$ cat src/rtl/sram_port_arbiter_if.sv
// Bundle between the SRAM port arbiter, its requesters and the shared memory.
// The arbiter takes the slave modport; requesters and the memory side use master.
interface sram_port_arbiter_if #(
  parameter int NUM_REQ = 2,
  parameter int AW      = 4,
  parameter int DW      = 64
);
  logic [NUM_REQ-1:0]    req_valid;
  logic [NUM_REQ-1:0]    req_ready;
  logic [NUM_REQ-1:0]    req_wr;
  logic [NUM_REQ-1:0]    req_lock;
  logic [NUM_REQ*AW-1:0] req_addr;
  logic [NUM_REQ*DW-1:0] req_wdata;
  logic [NUM_REQ-1:0]    rsp_valid;
  logic [DW-1:0]         rsp_data;
  logic                  mem_enable;
  logic                  mem_wr_en;
  logic [AW-1:0]         mem_addr;
  logic [DW-1:0]         mem_write_data;
  logic [DW-1:0]         mem_read_data;
  logic                  lock_err;
  logic                  busy;

  modport slave (
    input  req_valid, req_wr, req_lock, req_addr, req_wdata, mem_read_data,
    output req_ready, rsp_valid, rsp_data, mem_enable, mem_wr_en, mem_addr,
           mem_write_data, lock_err, busy
  );

  modport master (
    output req_valid, req_wr, req_lock, req_addr, req_wdata, mem_read_data,
    input  req_ready, rsp_valid, rsp_data, mem_enable, mem_wr_en, mem_addr,
           mem_write_data, lock_err, busy
  );
endinterface

$ cat src/rtl/sram_port_arbiter.sv
// Round-robin arbiter sharing one single-port SRAM among NUM_REQ requesters,
// with registered memory commands, fixed-latency read return and an RMW lock.
module sram_port_arbiter #(
  parameter int NUM_REQ  = 2,
  parameter int AW       = 4,
  parameter int DW       = 64,
  parameter int RD_LAT   = 1,
  parameter int LOCK_MAX = 16
) (
  input  logic               clk,
  input  logic               rst_n,
  sram_port_arbiter_if.slave bus
);
  localparam int IW = (NUM_REQ > 1) ? $clog2(NUM_REQ) : 1;
  localparam int CW = (LOCK_MAX > 1) ? $clog2(LOCK_MAX) : 1;

  // Arbitration and lock state
  logic [IW-1:0] last_grant_reg;
  logic          lock_active_reg;
  logic [IW-1:0] lock_owner_reg;
  logic [CW-1:0] lock_cnt_reg;
  logic          lock_err_reg;

  // Registered memory command
  logic          mem_enable_reg;
  logic          mem_wr_en_reg;
  logic [AW-1:0] mem_addr_reg;
  logic [DW-1:0] mem_wdata_reg;

  // Read return pipe: stage k is visible k+1 cycles after the accept
  logic [RD_LAT:0] pipe_valid_reg;
  logic [IW-1:0]   pipe_owner_reg [RD_LAT+1];

  logic [AW-1:0] addr_arr  [NUM_REQ];
  logic [DW-1:0] wdata_arr [NUM_REQ];

  logic [IW:0]   rr_sum;
  logic [IW-1:0] rr_idx;
  logic          rr_found;
  logic [IW-1:0] grant_idx;
  logic          grant_valid;
  logic          sel_wr;
  logic          sel_lock;
  logic [AW-1:0] sel_addr;
  logic [DW-1:0] sel_wdata;
  logic          force_release;

  genvar gi;
  generate
    for (gi = 0; gi < NUM_REQ; gi++) begin : g_req
      assign addr_arr[gi]       = bus.req_addr[gi*AW +: AW];
      assign wdata_arr[gi]      = bus.req_wdata[gi*DW +: DW];
      assign bus.req_ready[gi]  = grant_valid && (grant_idx == IW'(gi));
      assign bus.rsp_valid[gi]  = pipe_valid_reg[RD_LAT] && (pipe_owner_reg[RD_LAT] == IW'(gi));
    end
  endgenerate

  // Search begins one past the last winner; sum stays below 2*NUM_REQ so one wrap suffices
  always_comb begin
    rr_found = 1'b0;
    rr_idx   = '0;
    rr_sum   = '0;
    for (int k = 1; k <= NUM_REQ; k++) begin
      rr_sum = {1'b0, last_grant_reg} + (IW+1)'(k);
      if (rr_sum >= (IW+1)'(NUM_REQ)) begin
        rr_sum = rr_sum - (IW+1)'(NUM_REQ);
      end
      if (!rr_found && bus.req_valid[rr_sum[IW-1:0]]) begin
        rr_found = 1'b1;
        rr_idx   = rr_sum[IW-1:0];
      end
    end
  end

  always_comb begin
    grant_idx   = rr_idx;
    grant_valid = rr_found;
    if (lock_active_reg) begin
      grant_idx   = lock_owner_reg;
      grant_valid = bus.req_valid[lock_owner_reg];
    end
    // req_ready must read zero for as long as reset is held
    if (!rst_n) begin
      grant_valid = 1'b0;
    end
  end

  assign sel_wr        = bus.req_wr[grant_idx];
  assign sel_lock      = bus.req_lock[grant_idx];
  assign sel_addr      = addr_arr[grant_idx];
  assign sel_wdata     = wdata_arr[grant_idx];
  assign force_release = lock_active_reg && !grant_valid &&
                         (lock_cnt_reg == CW'(LOCK_MAX - 1));

  always_ff @(posedge clk or negedge rst_n) begin
    if (!rst_n) begin
      last_grant_reg  <= IW'(NUM_REQ - 1);
      lock_active_reg <= 1'b0;
      lock_owner_reg  <= '0;
      lock_cnt_reg    <= '0;
      lock_err_reg    <= 1'b0;
    end else begin
      lock_err_reg <= 1'b0;
      if (grant_valid) begin
        // Under a lock only the owner can be granted, so this both takes and drops ownership
        last_grant_reg  <= grant_idx;
        lock_cnt_reg    <= '0;
        lock_active_reg <= sel_lock;
        if (sel_lock) begin
          lock_owner_reg <= grant_idx;
        end
      end else if (lock_active_reg) begin
        if (force_release) begin
          lock_active_reg <= 1'b0;
          lock_cnt_reg    <= '0;
          lock_err_reg    <= 1'b1;
        end else begin
          lock_cnt_reg <= lock_cnt_reg + CW'(1);
        end
      end
    end
  end

  always_ff @(posedge clk or negedge rst_n) begin
    if (!rst_n) begin
      mem_enable_reg <= 1'b0;
      mem_wr_en_reg  <= 1'b0;
      mem_addr_reg   <= '0;
      mem_wdata_reg  <= '0;
    end else begin
      mem_enable_reg <= grant_valid;
      mem_wr_en_reg  <= grant_valid && sel_wr;
      if (grant_valid) begin
        mem_addr_reg  <= sel_addr;
        mem_wdata_reg <= sel_wdata;
      end
    end
  end

  always_ff @(posedge clk or negedge rst_n) begin
    if (!rst_n) begin
      pipe_valid_reg <= '0;
      for (int k = 0; k <= RD_LAT; k++) begin
        pipe_owner_reg[k] <= '0;
      end
    end else begin
      pipe_valid_reg[0] <= grant_valid && !sel_wr;
      pipe_owner_reg[0] <= grant_idx;
      for (int k = 1; k <= RD_LAT; k++) begin
        pipe_valid_reg[k] <= pipe_valid_reg[k-1];
        pipe_owner_reg[k] <= pipe_owner_reg[k-1];
      end
    end
  end

  assign bus.mem_enable     = mem_enable_reg;
  assign bus.mem_wr_en      = mem_wr_en_reg;
  assign bus.mem_addr       = mem_addr_reg;
  assign bus.mem_write_data = mem_wdata_reg;
  assign bus.rsp_data       = bus.mem_read_data;
  assign bus.lock_err       = lock_err_reg;
  assign bus.busy           = lock_active_reg || (|pipe_valid_reg);
endmodule

$ cat src/flat_wrapper.sv
// flat-port wrapper written by rule: the top's interface ports become plain ports
module sram_port_arbiter_flat 
#(
  parameter int NUM_REQ  = 2,
  parameter int AW       = 4,
  parameter int DW       = 64,
  parameter int RD_LAT   = 1,
  parameter int LOCK_MAX = 16
)
  (clk, rst_n, bus_req_valid, bus_req_wr, bus_req_lock, bus_req_addr, bus_req_wdata, bus_mem_read_data, bus_req_ready, bus_rsp_valid, bus_rsp_data, bus_mem_enable, bus_mem_wr_en, bus_mem_addr, bus_mem_write_data, bus_lock_err, bus_busy);
  sram_port_arbiter_if #(.NUM_REQ(NUM_REQ), .AW(AW), .DW(DW)) bus_i ();
  input  logic clk;
  input  logic rst_n;
  input wire logic [$bits(bus_i.req_valid)-1:0] bus_req_valid;
  input wire logic [$bits(bus_i.req_wr)-1:0] bus_req_wr;
  input wire logic [$bits(bus_i.req_lock)-1:0] bus_req_lock;
  input wire logic [$bits(bus_i.req_addr)-1:0] bus_req_addr;
  input wire logic [$bits(bus_i.req_wdata)-1:0] bus_req_wdata;
  input wire logic [$bits(bus_i.mem_read_data)-1:0] bus_mem_read_data;
  output wire logic [$bits(bus_i.req_ready)-1:0] bus_req_ready;
  output wire logic [$bits(bus_i.rsp_valid)-1:0] bus_rsp_valid;
  output wire logic [$bits(bus_i.rsp_data)-1:0] bus_rsp_data;
  output wire logic [$bits(bus_i.mem_enable)-1:0] bus_mem_enable;
  output wire logic [$bits(bus_i.mem_wr_en)-1:0] bus_mem_wr_en;
  output wire logic [$bits(bus_i.mem_addr)-1:0] bus_mem_addr;
  output wire logic [$bits(bus_i.mem_write_data)-1:0] bus_mem_write_data;
  output wire logic [$bits(bus_i.lock_err)-1:0] bus_lock_err;
  output wire logic [$bits(bus_i.busy)-1:0] bus_busy;
  assign bus_i.req_valid = bus_req_valid;
  assign bus_i.req_wr = bus_req_wr;
  assign bus_i.req_lock = bus_req_lock;
  assign bus_i.req_addr = bus_req_addr;
  assign bus_i.req_wdata = bus_req_wdata;
  assign bus_i.mem_read_data = bus_mem_read_data;
  assign bus_req_ready = bus_i.req_ready;
  assign bus_rsp_valid = bus_i.rsp_valid;
  assign bus_rsp_data = bus_i.rsp_data;
  assign bus_mem_enable = bus_i.mem_enable;
  assign bus_mem_wr_en = bus_i.mem_wr_en;
  assign bus_mem_addr = bus_i.mem_addr;
  assign bus_mem_write_data = bus_i.mem_write_data;
  assign bus_lock_err = bus_i.lock_err;
  assign bus_busy = bus_i.busy;
  sram_port_arbiter #(.NUM_REQ(NUM_REQ), .AW(AW), .DW(DW), .RD_LAT(RD_LAT), .LOCK_MAX(LOCK_MAX)) u_core (.clk(clk), .rst_n(rst_n), .bus(bus_i));
endmodule
$ cat config.mk
export PLATFORM = sky130hd
export DESIGN_NAME = sram_port_arbiter_flat
export DESIGN_NICKNAME = d
export VERILOG_FILES = /design/src/rtl/sram_port_arbiter_if.sv /design/src/rtl/sram_port_arbiter.sv /design/src/flat_wrapper.sv
export SDC_FILE = /design/constraint.sdc
export NUM_CORES = 1
export LEC_CHECK = 0
export CORE_AREA = 2 2 135 137
export CTS_BUF_LIST = sky130_fd_sc_hd__clkbuf_8
export DETAILED_ROUTE_END_ITERATION = 10
export DIE_AREA = 0 0 137 139
export PLACE_DENSITY = 0.71
export SETUP_SLACK_MARGIN = 0.05
export SLEW_MARGIN = 20
export SYNTH_ARGS = -nofsm -noshare
export SYNTH_HDL_FRONTEND = slang
export SYNTH_SLANG_ARGS = --single-unit
$ cat constraint.sdc
create_clock -name clk -period 1.8 [get_ports clk]
set_clock_uncertainty 0.2 [all_clocks]
set_input_delay 0.54 -clock clk [delete_from_list [all_inputs] [get_ports clk]]
set_output_delay 0.54 -clock clk [all_outputs]
set_load 0.02 [all_outputs]
**Word-level counts from Yosys, hierarchy flattened**

Cells that the tools add are included.

- Logic and storage cells: 78
- Input bits: 208
- Output and inout bits: 140
- Register bits after elaboration: 82

- $add $sub $neg: 5
- Muxes and demuxes: 34
- Equal/unequal tests: 1
- Order comparisons: 7
- Reduce and logical (&&, ||, !) cells: 16
- Bitwise logic cells: 3

Operator list:

| cell | number |
|---|---|
| $mux W64 | 3 |
| $mux W1 | 25 |
| $mux W4 | 6 |
| $logic_and A1 B1 Y1 | 9 |
| $lt A1 B2 Y1 const B | 4 |
| $ge A2 B2 Y1 const B | 3 |
| $add A4 B1 Y4 const B | 1 |
| $eq A4 B4 Y1 const B | 1 |
| $logic_not A1 Y1 | 3 |
| $add A1 B1 Y2 const B | 1 |
| $add A1 B2 Y2 const B | 1 |
| $not A1 Y1 | 2 |
| $not A1 Y2 | 1 |
| $reduce_and A2 Y1 | 1 |
| $reduce_bool A2 Y1 | 1 |
| $reduce_or A2 Y1 | 1 |
| $sub A1 B1 Y1 const B | 2 |
| $logic_or A1 B1 Y1 | 1 |

**Depth between registers and ports, before layout**

Gate-level depths: netlist (run 1).

- Depth in word-level cells: 17
- Mapped depth: 7
- Gate-level depth less buffers: 5

**Worst setup path after synthesis (run 1)**

No wires, ideal clock.

- Kind: input -> output
- Start: input port bus_req_valid[1]
- End: output port bus_req_ready[0]
- Slack: -0.255 ns
- Data required time: 1.060 ns
- Stages on the path: 2
- Path buffers: 0
- Arrival: 1.315 ns
- Cell sequence: nor2b_1 > a221oi_1

- Word-level cells in the longest chain between the ends: 9
- Elaborated cells between the ends (all ways): 17
- Those cells by class: 13 x mux; 1 x bitwise; 3 x reduce/logical

Ends and longest elaborated chain:

| what | line | RTL |
|---|---|---|
| start, declared | flat_wrapper.sv:14 | `input wire logic [$bits(bus_i.req_valid)-1:0] bus_req_valid;` |
| $mux W1 (implied by the code) (2 in series) | sram_port_arbiter.sv:68 | `if (!rr_found && bus.req_valid[rr_sum[IW-1:0]]) begin` |
| $mux W1 | sram_port_arbiter.sv:68 |  |
| $logic_not A1 Y1 | sram_port_arbiter.sv:68 |  |
| $logic_and A1 B1 Y1 | sram_port_arbiter.sv:68 |  |
| $mux W1 | sram_port_arbiter.sv:68 |  |
| $mux W1 | sram_port_arbiter.sv:78 | `if (lock_active_reg) begin` |
| $mux W1 or $not A1 Y1 (tied branches) | sram_port_arbiter.sv:83, sram_port_arbiter.sv:53 |  |
| $logic_and A1 B1 Y1 * | sram_port_arbiter.sv:53 | `assign bus.req_ready[gi] = grant_valid && (grant_idx == IW'(gi));` |
| end, declared | flat_wrapper.sv:20 | `output wire logic [$bits(bus_i.req_ready)-1:0] bus_req_ready;` |

Every way passes the cells marked *; elsewhere a longest branch is shown, timed or not. The select of a mux whose other input is x is not followed.

**Final worst setup path (run 1)**

- Start: register u_core.lock_active_reg
- End: register u_core.mem_wdata_reg[42] (netlist: u_core.bus.mem_write_data[42])

- Word-level cells in the longest chain between the ends: 5
- Elaborated cells between the ends (all ways): 7
- Those cells by class: 6 x mux; 1 x bitwise

Ends and longest elaborated chain:

| what | line | RTL |
|---|---|---|
| start, declared | sram_port_arbiter.sv:19 | `logic lock_active_reg;` |
| start signal, assigned | sram_port_arbiter.sv:108 | `lock_active_reg <= sel_lock;` |
| $mux W1 | sram_port_arbiter.sv:78 |  |
| $not A1 Y2 (implied by the code) | sram_port_arbiter.sv:91 | `assign sel_wdata = wdata_arr[grant_idx];` |
| $mux W64 (implied by the code) (3 in series) | sram_port_arbiter.sv:91 |  |
| end signal, assigned | sram_port_arbiter.sv:135 | `mem_wdata_reg <= sel_wdata;` |
| end, declared | sram_port_arbiter.sv:28 | `logic [DW-1:0] mem_wdata_reg;` |

Several ways; a longest one is shown, not always the timed one. The select of a mux whose other input is x is not followed.
A chain may end at the register's enable or synchronous reset.

==> results of run 1 <==
==> routing by layer <==
layer	up-vias	routed length [um]
met5	-	0
met3	51	1110
li1	1501	-
met1	1690	5700
met2	170	7270
met4	0	465
==> critical path, delay by kind of cell (launching register included) <==
family,cells,cell delay [ns]
DFF,1,0.42
muxes,2,0.56
buffers and inverters,5,0.67
and+or+nand+nor,1,0.16
AOI/OAI and AO/OA,1,0.06
==> placed cells by master, fill, tap and decap left out, types with 2 or more instances in the layout <==
| cell | synthesis | layout |
|---|---|---|
| nor2_4 | 0 | 3 |
| clkbuf_8 | 0 | 10 |
| buf_8 | 0 | 3 |
| buf_6 | 10 | 16 |
| nand3_1 | 2 | 2 |
| dlygate4sd2_1 | 0 | 2 |
| clkinv_2 | 0 | 2 |
| inv_1 | 3 | 4 |
| dfrtp_2 | 0 | 2 |
| mux2i_1 | 4 | 2 |
| inv_2 | 0 | 2 |
| nor2b_4 | 0 | 2 |
| a21boi_4 | 0 | 2 |
| nor2_1 | 5 | 2 |
| clkdlybuf4s50_1 | 0 | 140 |
| buf_16 | 0 | 6 |
| nand2_1 | 6 | 4 |
| buf_12 | 0 | 10 |
| dfrtp_1 | 81 | 79 |
| clkbuf_16 | 0 | 2 |
| mux2_4 | 10 | 136 |
| buf_4 | 64 | 12 |
| buf_2 | 7 | 71 |
==> logic make-up (layout without fill, tap and decap cells) <==
logic type	count (synthesis)	count (layout)	share of synthesized area, %
compound gates	9	9	1.66
simple gates	21	21	2.22
xor+xnor	1	1	0.194
flops	82	82	45.5
fa+ha+maj	1	1	0.277
buf+inv	85	283	14.2
mux	141	141	35.9
==> final cells by class <==
type	instances	area share, %
Clock buffer	10	1.84
Clock inverter	6	0.385
Inverter	3	0.151
Multi-Input combinational cell	173	32.3
Sequential cell	82	27.5
Tap cell	229	3.83
Timing Repair Buffer	264	34.0
==> stage by stage <==
stage | hold WS (ns) | cells | setup TNS, ns
4_1_cts | 0.0978 | 770 | -25.70
2_1_floorplan | 0.0444 | 340 | -11.42
6_report | 0.0999 | 767 | -25.52
3_5_place_dp | 0.135 | 728 | -71.84
3_3_place_gp | 0.132 | 728 | -66.60
5_1_grt | 0.129 | 767 | -28.41
==> power breakdown <==
part	switching (mW)	total, mW	leakage, nW	internal (mW)
clock network	0.653	1.17	0.0958	0.520
registers	0.564	3.31	0.970	2.75
logic	3.45	8.02	2.49	4.57
==> how the worst min path moves through the flow <==
stage / from / to / slack (ns) / cells past startpoint
floorplan: rst_n / u_core.bus.lock_err / 0.04 / 0
global placement: u_core.pipe_owner_reg[1] / u_core.pipe_owner_reg[0] / 0.13 / 0
detailed placement: u_core.pipe_owner_reg[1] / u_core.pipe_owner_reg[0] / 0.13 / 0
CTS: rst_n / u_core.bus.mem_write_data[15] / 0.1 / 2
global route: rst_n / u_core.bus.mem_write_data[17] / 0.13 / 2
finish: rst_n / u_core.bus.mem_write_data[17] / 0.1 / 2
==> timing repair <==
| item | CTS | global route |
|---|---|---|
| gates cloned | 10 | 2 |
| gates resized for setup | 444 | 17 |
| buffers inserted | 16 | 3 |
| pin swaps | 11 | 2 |
| endpoints found under the setup margin | 155 | 84 |
| hold endpoints to repair | 1 | 0 |
| hold buffers | 1 | 0 |
==> impl_metrics.yaml, run 1 <==
logic_synthesis:
  synth.top_cell.area_share_pct: 44.9
  async_flop_share_pct: 100
  ys_types: 29
  syn_area_per_cell_um2: 13.3
  yosysWarnings: 0
  synth_area_leaders: "dfrtp_1 (45%), mux2_1 (17%), mux2_2 (15%)"
  ys.flop_type: "dfrtp_1"
  synth_edf_count: 0
  syn_inst: 340
  synthesis.nets: 549
  ys_ff_latch: 82
  yosysMostFrequentCell: "dfrtp_1"
  yosysSeqAreaShare_pct: 45.5
  synth_top_cell_by_area: "dfrtp_1"
  synthTopCellsByCount: "dfrtp_1 (81), mux2_1 (67), buf_4 (64), mux2_2 (60)"
  syn_area_mm2: 0.00451
cells_and_area:
  design_area_mm2: 0.00748
  fin_nets: 742
  multi_input_area_mm2: 0.00241
  largest_reg_flops: 64
  synthToLayoutAreaGrowth_pct: 65.8
  drive_above_1_share_pct: 54.3
  seq_area_mm2: 0.00206
  n_fill_cell: 1627
  final_util_pct: 42.4
  diodes: 0
floorplan:
  start_util_pct: 25.6
  fp.dieW_um: 137
  coreArea_mm2: 0.0177
  die_h_um: 139
  die-area_mm2: 0.0190
  core.rowCount: 49
  pin_count: 348
power:
  finalPower_mw: 12.5
  leakage_nw: 3.56
  irDropWorstVdd_v: 0.000772
  powerDensity_mw_per_mm2: 1670
worst_setup_path:
  ff2ff_path_depth: 9
  cp-endpoint: "u_core.bus.mem_write_data[42]"
  timing.rr.end: "u_core.bus.mem_write_data[42]"
  cp-startpoint: "u_core.lock_active_reg"
  critPathKind: "flop to flop"
  endpoint_kind: "flop"
  startpoint_type: "flop"
  cp_data_arrival_time_ns: 2.24
  required_ns: 1.83
  crit_slowest_cell: "dfrtp_2"
  path_cells: "buf_8 > nor2b_4 > buf_6 > a21boi_4 > buf_6 > buf_12 > buf_16 > mux2_4 > mux2_4"
  r2r-start: "u_core.lock_active_reg"
  cp_max_fo: 6
  rrSetupSlack_ns: -0.41
  cpPeakStageDelay_ns: 0.42
run_status:
  violations: "negative setup slack"
  status: "finished with violations"
place:
  place_area_mm2: 0.00675
  gp_congestion: 0.717
  io_buffers: 219
  dp_hpwl_um: 9090
  pre_cts_slack_ns: -1.04
clock_tree:
  clk_pin_slew_ns: 0.08
  clock_sinks: 82
  cts_htree_levels: 3
  cts_tree: "yes"
  clock_path_buffers: 2
  cts_root_buffer: "clkbuf_8"
  clkLatencyLatePin_ns: 0.36
  cts_buffers: 9
drt:
  drtPass1Iterations: 4
  vias: 3412
  drc: 0
  vias_per_cell: 4.45
  antenna_violating_nets_post_route: 0
  wl_per_cell_um: 19.0
  wirelength_um: 14600
  drt-initial-drc-count: 89
sta:
  max_clock_freq_mhz: 452
  hold_viol: 0
  drv_slew: 0
  rsz0062_at_grt: "true"
  period_needed_ns: 2.21
  post-route-worst-setup-slack_ns: -0.410
  post-route-period-util_pct: 123
  tightestPinTransition_ns: 0.616
  setup_viol: 82
  relSlewSlack_pct: 59.0
global_routing:
  grt_pass1_vias: 3739
  grt_util_met2_pct: 25.2
  antenna_found_initial: 0
  track_usage_pct: 14.7
  met1_usage_pct: 16.6
  grt_max_degree: 49
  grt_pass1_wl_um: 21300
  grt_overflow: 0
  grtUsageMet3_pct: 4.42
  top_usage_layer: "met2"
flow_run:
  maxCapViolCount: 0
min_path:
  hold_class: "input pin to async pin"
Note: power is estimated with default switching activity, not from simulation.
==> inputs of run 2 (changes only) <==
SKIP_CTS_REPAIR_TIMING = 1   (was default)
==> run 2 against run 1 <==
The run still ends with negative setup slack left. Clock power about the same. Critical path depth decreased by 2. Sequential power about the same. First-iteration DRC count decreased by 39%. Setup slack improved by 0.00061 ns. Flip-flop and latch count unchanged. Power decreased by 3.6%. Critical path type unchanged.
==> impl_metrics.yaml, run 2 (synthesized netlist as in run 1, its figures left out) <==
run_status:
  status: "finished with violations"
  violations: "negative setup slack"
sta:
  rsz0062_at_grt: "true"
  period_needed_ns: 2.21
  setup_viol: 82
  post-route-worst-setup-slack_ns: -0.410
  setup_tns_ns: -27.80
  relSlewSlack_pct: 59.1
  hold_viol: 0
  max_clock_freq_mhz: 453
  post-route-period-util_pct: 123
  tightestPinTransition_ns: 0.614
  drv_slew: 0
drt:
  drt-initial-drc-count: 54
  wirelength_um: 14300
  vias_per_cell: 4.37
  vias: 3310
  wl_per_cell_um: 18.9
  drc: 0
  antenna_violating_nets_post_route: 0
  drtPass1Iterations: 4
worst_setup_path:
  crit_slowest_cell: "dfrtp_2"
  endpoint_kind: "flop"
  critPathBufInv: 3
  critPathKind: "flop to flop"
  startpoint_type: "flop"
  required_ns: 1.85
  path_cells: "nor2b_4 > buf_6 > a21boi_4 > buf_8 > clkbuf_16 > mux2_4 > mux2_2"
  rrSetupSlack_ns: -0.41
  cp_max_fo: 7
  cpPeakStageDelay_ns: 0.51
  path_delay_family: "multiplexers"
  cp_data_arrival_time_ns: 2.26
global_routing:
  track_usage_pct: 11.7
  grt_overflow: 0
  grt_pass1_vias: 3341
  grt_pass1_wl_um: 17300
  antenna_found_initial: 0
  grt_max_degree: 49
floorplan:
  fp.dieW_um: 137
  die_h_um: 139
  die-area_mm2: 0.0190
  pin_count: 348
  start_util_pct: 25.6
  coreArea_mm2: 0.0177
  core.rowCount: 49
flow_run:
  maxCapViolCount: 0
clock_tree:
  clk_pin_slew_ns: 0.08
  cts_tree: "yes"
  clkLatencyLatePin_ns: 0.36
  clock_sinks: 82
  cts_htree_levels: 3
  cts_buffers: 9
  cts_root_buffer: "clkbuf_8"
  clock_path_buffers: 2
cells_and_area:
  largest_reg_flops: 64
  final_common_cell: "clkdlybuf4s50_1"
  layout_common_cells: "clkdlybuf4s50_1 (140), mux2_4 (112), dfrtp_1 (80)"
  fin_nets: 733
  drive_above_1_share_pct: 44.8
  synthToLayoutAreaGrowth_pct: 63.8
  diodes: 0
power:
  finalPower_mw: 12.1
  leakage_nw: 3.67
  powerDensity_mw_per_mm2: 1630
  irDropWorstVdd_v: 0.000889
place:
  io_buffers: 219
  dp_hpwl_um: 9090
  gp_congestion: 0.717
min_path:
  hold_class: "input pin to async pin"
run 2: cell types whose count changed in the layout (fill, tap and decap cells not counted), sizes merged:
cell,change
buf,-84
bufbuf,-1
clkbuf,+46
dlygate4sd2,-2
dlymetal6s2s,+32
run 2: path summary, 6_finish.rpt:
| kind | startpoint | endpoint | cells after the start |
|---|---|---|---|
| worst min-delay path | rst_n | u_core.bus.mem_write_data[17] | 2 |
| min in group clk | u_core.pipe_owner_reg[1] | u_core.pipe_owner_reg[0] | 0 |
| worst max-delay path | u_core.lock_active_reg | u_core.bus.mem_write_data[14] | 7 |
| max in group asynchronous | rst_n | u_core.lock_owner_reg | 4 |
| worst max register to register | u_core.lock_active_reg | u_core.bus.mem_write_data[14] | 7 |
| worst min register to register | u_core.pipe_owner_reg[1] | u_core.pipe_owner_reg[0] | 0 |
run 2: through the flow:
step                      util [%]  worst slack [ns]  hold slack (ns)  cell area, um^2  instances
after floorplan                  -            -0.174           0.0444             4710        340
after global routing          41.9            -0.476            0.130             7390        758
final                         41.9            -0.410            0.100             7390        758
after global placement        38.3            -0.963            0.132             6750        728
after detailed placement      38.3             -1.04            0.135             6750        728
after CTS                     39.2             -1.04          -0.0564             6920        744
run 2: metal layers:
metal | GRT usage [%] | wire [um]
met2 | 21.6 | 7350
met1 | 11.5 | 5480
met3 | 4.06 | 1060
met5 | 0 | 0
met4 | 5.64 | 414
run 2: cell type report:
type                            count  area [um^2]
Clock buffer                       10          138
Clock inverter                      6         28.8
Timing Repair Buffer              255         2600
Fill cell                        1632        10300
Sequential cell                    82         2050
Multi-Input combinational cell    173         2270
Tap cell                          229          287
Inverter                            3         11.3
run 2: power by group:
part	total (mW)	switching, mW	internal, mW
combinational	7.55	3.25	4.29
sequential	3.33	0.587	2.74
clock	1.18	0.659	0.520
total	12.1	4.50	7.56
run 2: worst reg2reg max path: stages (launching register included):
cell	delay [ns]
dfrtp_2	0.51
nor2b_4	0.09
buf_6	0.13
a21boi_4	0.24
buf_8	0.18
clkbuf_16	0.18
mux2_4	0.31
mux2_2	0.26
